[config.mk]
export PLATFORM = sky130hd
export DESIGN_NAME = rf_spi_burst
export DESIGN_NICKNAME = d
export VERILOG_FILES = /design/src/rtl/rf_spi_pkg.sv /design/src/rtl/rf_spi_clkgen.sv /design/src/rtl/rf_spi_burst.sv
export SDC_FILE = /design/constraint.sdc
export NUM_CORES = 1
export LEC_CHECK = 0
export ABC_AREA = 1
export CORE_MARGIN = 2
export CORE_UTILIZATION = 34
export CTS_BUF_LIST = sky130_fd_sc_hd__clkbuf_8
export DETAILED_ROUTE_END_ITERATION = 8
export DONT_BUFFER_PORTS = 1
export HOLD_SLACK_MARGIN = 0.1
export PLACE_DENSITY_LB_ADDON = 0.08
export SLEW_MARGIN = 20
export SYNTH_ARGS = -nofsm -noshare
export SYNTH_HDL_FRONTEND = slang
export SYNTH_SLANG_ARGS = --single-unit
[constraint.sdc]
create_clock -name clk -period 8.9 [get_ports clk]
set_input_delay 1.335 -clock clk [delete_from_list [all_inputs] [get_ports clk]]
set_output_delay 1.335 -clock clk [all_outputs]
set_load 0.05 [all_outputs]
[src/rtl/rf_spi_pkg.sv]
// Shared types and constants for the RF SPI burst master.
package rf_spi_pkg;

   typedef enum logic [2:0] {
      ST_IDLE,
      ST_SETUP,
      ST_SHIFT,
      ST_HOLD,
      ST_GAP
   } state_t;

   localparam int SHORT_HDR_W = 8;
   localparam int LONG_HDR_W  = 16;

   // States in which chip select is asserted and SCK timing runs.
   function automatic logic is_framed(input state_t s);
      return (s == ST_SETUP) || (s == ST_SHIFT) || (s == ST_HOLD);
   endfunction

endpackage

[src/rtl/rf_spi_clkgen.sv]
// Half-period tick generator for SCK; ticks alternate fall/rise phase starting with
// the end of the setup half-period, and the generator holds in reset while en is low.
module rf_spi_clkgen #(
   parameter int CLK_DIV = 4
) (
   input  logic clk,
   input  logic rst,
   input  logic en,
   output logic rise_tick,
   output logic fall_tick
);

   localparam int HALF  = CLK_DIV / 2;
   localparam int CNT_W = (HALF > 1) ? $clog2(HALF) : 1;

   logic [CNT_W-1:0] cnt;
   logic             phase;
   logic             tick;

   always_ff @(posedge clk or posedge rst) begin
      if (rst) begin
         cnt   <= '0;
         phase <= 1'b0;
      end else if (!en) begin
         cnt   <= CNT_W'(HALF - 1);
         phase <= 1'b0;
      end else if (cnt == '0) begin
         cnt   <= CNT_W'(HALF - 1);
         phase <= ~phase;
      end else begin
         cnt <= cnt - 1'b1;
      end
   end

   assign tick      = en && (cnt == '0);
   assign rise_tick = tick && phase;
   assign fall_tick = tick && !phase;

endmodule

[src/rtl/rf_spi_burst.sv]
// SPI mode-0 burst master for RF transceiver register access (short/long address).
// Build macro RF_SPI_INTR_ABORT_EN: intr high while the frame is active aborts it.
//
//   state    | meaning
//   ---------+-----------------------------------------------------------
//   ST_IDLE  | req_ready high, cs high, waiting for a request
//   ST_SETUP | cs low, first bit on sdi, half SCK period before shifting
//   ST_SHIFT | one SCK period per bit, header then data
//   ST_HOLD  | cs still low for half a period after the last falling edge
//   ST_GAP   | cs high for CLK_DIV cycles; done/abort pulse on entry
module rf_spi_burst
   import rf_spi_pkg::*;
#(
   parameter int  CLK_DIV   = 4,
   parameter int  MAX_BYTES = 4,
   localparam int LEN_W     = $clog2(MAX_BYTES + 1)
) (
   input  logic                   clk,
   input  logic                   rst,
   input  logic                   req_valid,
   output logic                   req_ready,
   input  logic                   req_long,
   input  logic                   req_write,
   input  logic [9:0]             req_addr,
   input  logic [LEN_W-1:0]       req_len,
   input  logic [8*MAX_BYTES-1:0] wr_data,
   output logic [8*MAX_BYTES-1:0] rd_data,
   output logic                   done,
   output logic                   abort,
   input  logic                   intr,
   input  logic                   sdo,
   output logic                   sck,
   output logic                   sdi,
   output logic                   cs,
   output logic                   intr_out,
   output logic                   rst_n
);

   localparam int DATA_W = 8 * MAX_BYTES;
   localparam int SR_W   = LONG_HDR_W + DATA_W;
   localparam int BIT_W  = $clog2(SR_W + 1);
   localparam int GAP_W  = $clog2(CLK_DIV);

   state_t            state;
   logic [SR_W-1:0]   tx_sh;
   logic [SR_W-1:0]   tx_load;
   logic [BIT_W-1:0]  bits_left;
   logic [BIT_W-1:0]  data_bits;
   logic [BIT_W-1:0]  bits_load;
   logic [BIT_W-1:0]  dbits_load;
   logic [LEN_W-1:0]  len_eff;
   logic [LEN_W-1:0]  rx_idx;
   logic [2:0]        rx_bit;
   logic [6:0]        rx_sh;
   logic [DATA_W-1:0] rx_buf;
   logic [GAP_W-1:0]  gap_cnt;
   logic              clk_en;
   logic              rise_tick;
   logic              fall_tick;
   logic              abort_req;

   assign rst_n    = ~rst;
   assign intr_out = intr;
   assign clk_en   = is_framed(state);

`ifdef RF_SPI_INTR_ABORT_EN
   assign abort_req = intr;
`else
   assign abort_req = 1'b0;
`endif

   rf_spi_clkgen #(
      .CLK_DIV(CLK_DIV)
   ) u_clkgen (
      .clk      (clk),
      .rst      (rst),
      .en       (clk_en),
      .rise_tick(rise_tick),
      .fall_tick(fall_tick)
   );

   always_comb begin
      len_eff = req_len;
      if (req_len == '0) begin
         len_eff = LEN_W'(1);
      end else if (req_len > LEN_W'(MAX_BYTES)) begin
         len_eff = LEN_W'(MAX_BYTES);
      end
      dbits_load = BIT_W'({len_eff, 3'b000});
      bits_load  = dbits_load + (req_long ? BIT_W'(LONG_HDR_W) : BIT_W'(SHORT_HDR_W));
   end

   // Frame image, MSB sent first: header, then byte 0, byte 1, ...
   // The data field stays zero for reads so sdi idles low in that phase.
   always_comb begin
      tx_load = '0;
      if (req_long) begin
         tx_load[SR_W-1 -: LONG_HDR_W] = {1'b1, req_addr, req_write, 4'b0000};
         if (req_write) begin
            for (int i = 0; i < MAX_BYTES; i++) begin
               tx_load[SR_W-1-LONG_HDR_W-8*i -: 8] = wr_data[8*i +: 8];
            end
         end
      end else begin
         tx_load[SR_W-1 -: SHORT_HDR_W] = {1'b0, req_addr[5:0], req_write};
         if (req_write) begin
            for (int i = 0; i < MAX_BYTES; i++) begin
               tx_load[SR_W-1-SHORT_HDR_W-8*i -: 8] = wr_data[8*i +: 8];
            end
         end
      end
   end

   always_ff @(posedge clk or posedge rst) begin
      if (rst) begin
         state     <= ST_IDLE;
         req_ready <= 1'b0;
         cs        <= 1'b1;
         sck       <= 1'b0;
         sdi       <= 1'b0;
         done      <= 1'b0;
         abort     <= 1'b0;
         rd_data   <= '0;
         tx_sh     <= '0;
         bits_left <= '0;
         data_bits <= '0;
         rx_idx    <= '0;
         rx_bit    <= '0;
         rx_sh     <= '0;
         rx_buf    <= '0;
         gap_cnt   <= '0;
      end else begin
         done  <= 1'b0;
         abort <= 1'b0;
         if (abort_req && clk_en) begin
            state   <= ST_GAP;
            cs      <= 1'b1;
            sck     <= 1'b0;
            sdi     <= 1'b0;
            abort   <= 1'b1;
            gap_cnt <= GAP_W'(CLK_DIV - 1);
         end else begin
            case (state)
               ST_IDLE: begin
                  if (req_valid && req_ready) begin
                     req_ready <= 1'b0;
                     state     <= ST_SETUP;
                     cs        <= 1'b0;
                     sdi       <= tx_load[SR_W-1];
                     tx_sh     <= tx_load;
                     bits_left <= bits_load;
                     data_bits <= dbits_load;
                     rx_idx    <= '0;
                     rx_bit    <= '0;
                     rx_buf    <= rd_data;
                  end else begin
                     req_ready <= 1'b1;
                  end
               end
               ST_SETUP: begin
                  if (fall_tick) begin
                     state <= ST_SHIFT;
                  end
               end
               ST_SHIFT: begin
                  if (rise_tick) begin
                     sck <= 1'b1;
                     // Full duplex: sdo is captured in the data phase of reads and writes.
                     if (bits_left <= data_bits) begin
                        rx_sh  <= {rx_sh[5:0], sdo};
                        rx_bit <= rx_bit + 1'b1;
                        if (rx_bit == 3'd7) begin
                           for (int k = 0; k < MAX_BYTES; k++) begin
                              if (rx_idx == LEN_W'(k)) begin
                                 rx_buf[8*k +: 8] <= {rx_sh, sdo};
                              end
                           end
                           rx_idx <= rx_idx + 1'b1;
                        end
                     end
                  end else if (fall_tick) begin
                     sck       <= 1'b0;
                     tx_sh     <= tx_sh << 1;
                     bits_left <= bits_left - 1'b1;
                     if (bits_left == BIT_W'(1)) begin
                        state <= ST_HOLD;
                        sdi   <= 1'b0;
                     end else begin
                        sdi <= tx_sh[SR_W-2];
                     end
                  end
               end
               ST_HOLD: begin
                  if (rise_tick) begin
                     state   <= ST_GAP;
                     cs      <= 1'b1;
                     rd_data <= rx_buf;
                     done    <= 1'b1;
                     gap_cnt <= GAP_W'(CLK_DIV - 1);
                  end
               end
               ST_GAP: begin
                  if (gap_cnt == '0) begin
                     state     <= ST_IDLE;
                     req_ready <= 1'b1;
                  end else begin
                     gap_cnt <= gap_cnt - 1'b1;
                  end
               end
               default: begin
                  state <= ST_IDLE;
               end
            endcase
         end
      end
   end

endmodule

==> flow_summary.ini <==
[cts]
clkLatencyLatePin_ns = 0.46
cts_buffers = 17
cts-root-buf = clkbuf_8
cts_sinks = 145
path_clk_slew_ns = 0.10
cts_setup_buffers = 0
cts.path.max_buffers = 2
post_cts_resized = 0
tritoncts = done
ctsHoldBuffers = 0
h-tree-depth = 4

[final_layout]
final_net_count = 1011
n_fill_cell = 2350
drive_gt1_share_pct = 7.315
finish.instance_area_um2 = 7915
syn2layout_area_growth_pct = 6.570
antenna_cells = 0

[worst_setup_path]
critPathLaunchType = flop
critical-path-top-delay-family = simple AND/OR/NAND/NOR gates
ff2ff_setup_slack_ns = 5.80
critPathKind = reg2reg
cp_slowest_cell = nor2_1
cp_cell_sequence = nor2_4 > nand2_2 > buf_4 > nand2_1 > nor2_1 > buf_4 > nand2_1 > nand3_1 > nand2_1 > nand2_1
slowest_delay_ns = 0.65
endpoint_kind = flop
r2r-end = tx_sh[15]$_DFFE_PP0P_
cp_num_buf_inv = 2
reg2reg_depth = 10
cpMostUsedCell = nand2_1
required_ns = 9.29
arrival_ns = 3.49
reg2reg_from = state[2]$_DFFE_PP0P_
crit_fanout = 63

[route]
ant_nets = 0
wl_per_cell_um = 15.17
vias = 5798
via_per_inst = 4.687
drc = 0
drt_pass1_iterations = 6
wl_um = 18770
drtIter0Drc = 268

[die]
ios = 92
die_area_um2 = 23040
die-height_um = 151.8
start_util_pct = 34.35
num_rows = 54
chipWidth_um = 151.8
core_area_um2 = 21620

[min_path]
hp-start = rx_buf[31]$_DFFE_PP0P_
min_to = rx_buf[31]$_DFFE_PP0P_
hold_path_depth = 2
hp-class = reg2reg

[yosys]
yosys_warnings = 0
yosys_register_bits = 145
syn_area_um2 = 7427
synth.yosys.seq_area_share_pct = 48.87
ys.flop_type = dfrtp_1
yosys.area.top_type = dfrtp_1
synth_commonest_cells = nand2_1 (448), dfrtp_1 (144), nand3_1 (89)
yosysUniqueCellTypes = 34
syn_avg_cell_area_um2 = 7.697
synth_top_area_share_pct = 48.52
yosys-top-cells-area = dfrtp_1 (49%), nand2_1 (23%), nand3_1 (6.0%), o21ai_0 (4.7%), inv_1 (3.3%)
syn_inst = 965
syn_nets = 1032
synthArstFlopShare_pct = 100.0
yosysMostFrequentCell = nand2_1
synth-edff-count = 0

[timing]
skew_ns = 0.02453
fin_crit_ns = 3.104
post-route-period-util_pct = 34.88
fmaxAchievable_mhz = 322.2
worst_pin_slew_ns = 0.9343
slew_headroom_pct = 37.50
finalHoldViolations = 0
fin_setup_tns_ns = 0
slew_viol_final = 0
rsz0062_at_grt = false
setup_ws_ns = 5.796
hold_ws_ns = 0.4737
setup_violations = 0

[global_route]
grt_use_total_pct = 16.79
grt_pass1_vias = 5703
grt_first_pass_wirelength_um = 31260
antenna_found_initial = 0
grt_max_degree = 79
grt_overflow = 0

[run]
cap_violations = 0

[place]
dpl-instance-area_um2 = 7527
port-buffer-count = 0
place.gp.congestion = 0.7309
dp_slack_ns = 5.750
dpl.hpwl_um = 11970

[power_and_ir_drop]
max-vdd-ir-drop_uv = 88.18
fin_total_pwr_mw = 1.205
p_per_area_nw_per_um2 = 152.2
leakagePower_nw = 4.074

[status]
outcome = finished, final reports clean
==> layer usage <==
| layer | GRT usage, % | wire [um] |
|---|---|---|
| met2 | 26.15 | 8378 |
| met4 | 2.937 | 112 |
| met5 | 0 | 0 |
| met1 | 23.17 | 9135 |
| met3 | 5.590 | 1142 |
==> power by group <==
part / switching, mW / total [mW] / internal (mW)
logic: 0.0214 / 0.0253 / 0.00393
registers: 0 / 0.658 / 0.658
clock network: 0.279 / 0.521 / 0.242
total: 0.301 / 1.20 / 0.904
==> cell families after synthesis <==
family	after synthesis	synth area share, %
AOI/OAI and AO/OA	105	7.850
xor gates and xnor gates	1	0.1179
adders and majority gates	15	2.628
and+or+nand+nor	580	32.77
buffers and inverters	118	7.716
other	1	0.05049
DFF	145	48.87
==> state kept, by name (all words and copies together) (netlist names) <==
signal          count
bits_left           6
cs                  1
data_bits           3
done                1
gap_cnt             2
rd_data            32
req_ready           1
rx_bit              3
rx_buf             32
rx_idx              3
rx_sh               7
sck                 1
sdi                 1
state               3
tx_sh              47
u_clkgen.cnt        1
u_clkgen.phase      1
==> cell usage in the layout, fill, tap and decap left out, types with 4 or more instances in the layout <==
master,n
nand3_1,89
nor2_4,4
clkbuf_8,19
inv_1,65
o21ai_0,70
ha_1,14
o211ai_1,11
inv_2,4
o22ai_1,8
nor2_1,19
inv_6,6
o21ai_1,7
dfrtp_1,144
nand2_1,448
buf_4,6
o21ai_2,4
nand2_2,8
nand2_4,5
==> worst max path at each step <==
stage | slack [ns] | cells after the start | startpoint | end
final | 5.80 | 10 | state[2]$_DFFE_PP0P_ | tx_sh[15]$_DFFE_PP0P_
after global routing | 5.42 | 9 | state[1]$_DFFE_PP0P_ | bits_left[2]$_DFFE_PP0P_
after CTS | 5.73 | 9 | state[1]$_DFFE_PP0P_ | bits_left[2]$_DFFE_PP0P_
after detailed placement | 5.75 | 10 | state[1]$_DFFE_PP0P_ | bits_left[5]$_DFFE_PP0P_
after global placement | 5.80 | 10 | state[2]$_DFFE_PP0P_ | tx_sh[7]$_DFFE_PP0P_
after floorplan | 2.97 | 1 | rst | rst_n
==> worst register-to-register path, cell delays in order, from the launching register on <==
cell and delay [ns]:
dfrtp_1 0.55, nor2_4 0.09, nand2_2 0.06, buf_4 0.52, nand2_1 0.57, nor2_1 0.66
buf_4 0.30, nand2_1 0.07, nand3_1 0.07, nand2_1 0.06, nand2_1 0.08
==> metrics by stage <==
stage,utilization [%],cells
floorplan,-,965
global placement,34.81,1205
detailed placement,34.81,1205
CTS,36.61,1237
global route,36.61,1237
finish,36.61,1237
==> final cells by class <==
class	count	area [um^2]	share of cell area [%]
Clock buffer	19	261.5	3.304
Clock inverter	13	126.4	1.597
Inverter	72	277.8	3.509
Multi-Input combinational cell	702	3224	40.74
Sequential cell	145	3630	45.86
Tap cell	280	350.3	4.426
Timing Repair Buffer	6	45.04	0.5691
(Power assumes the default switching activity.)
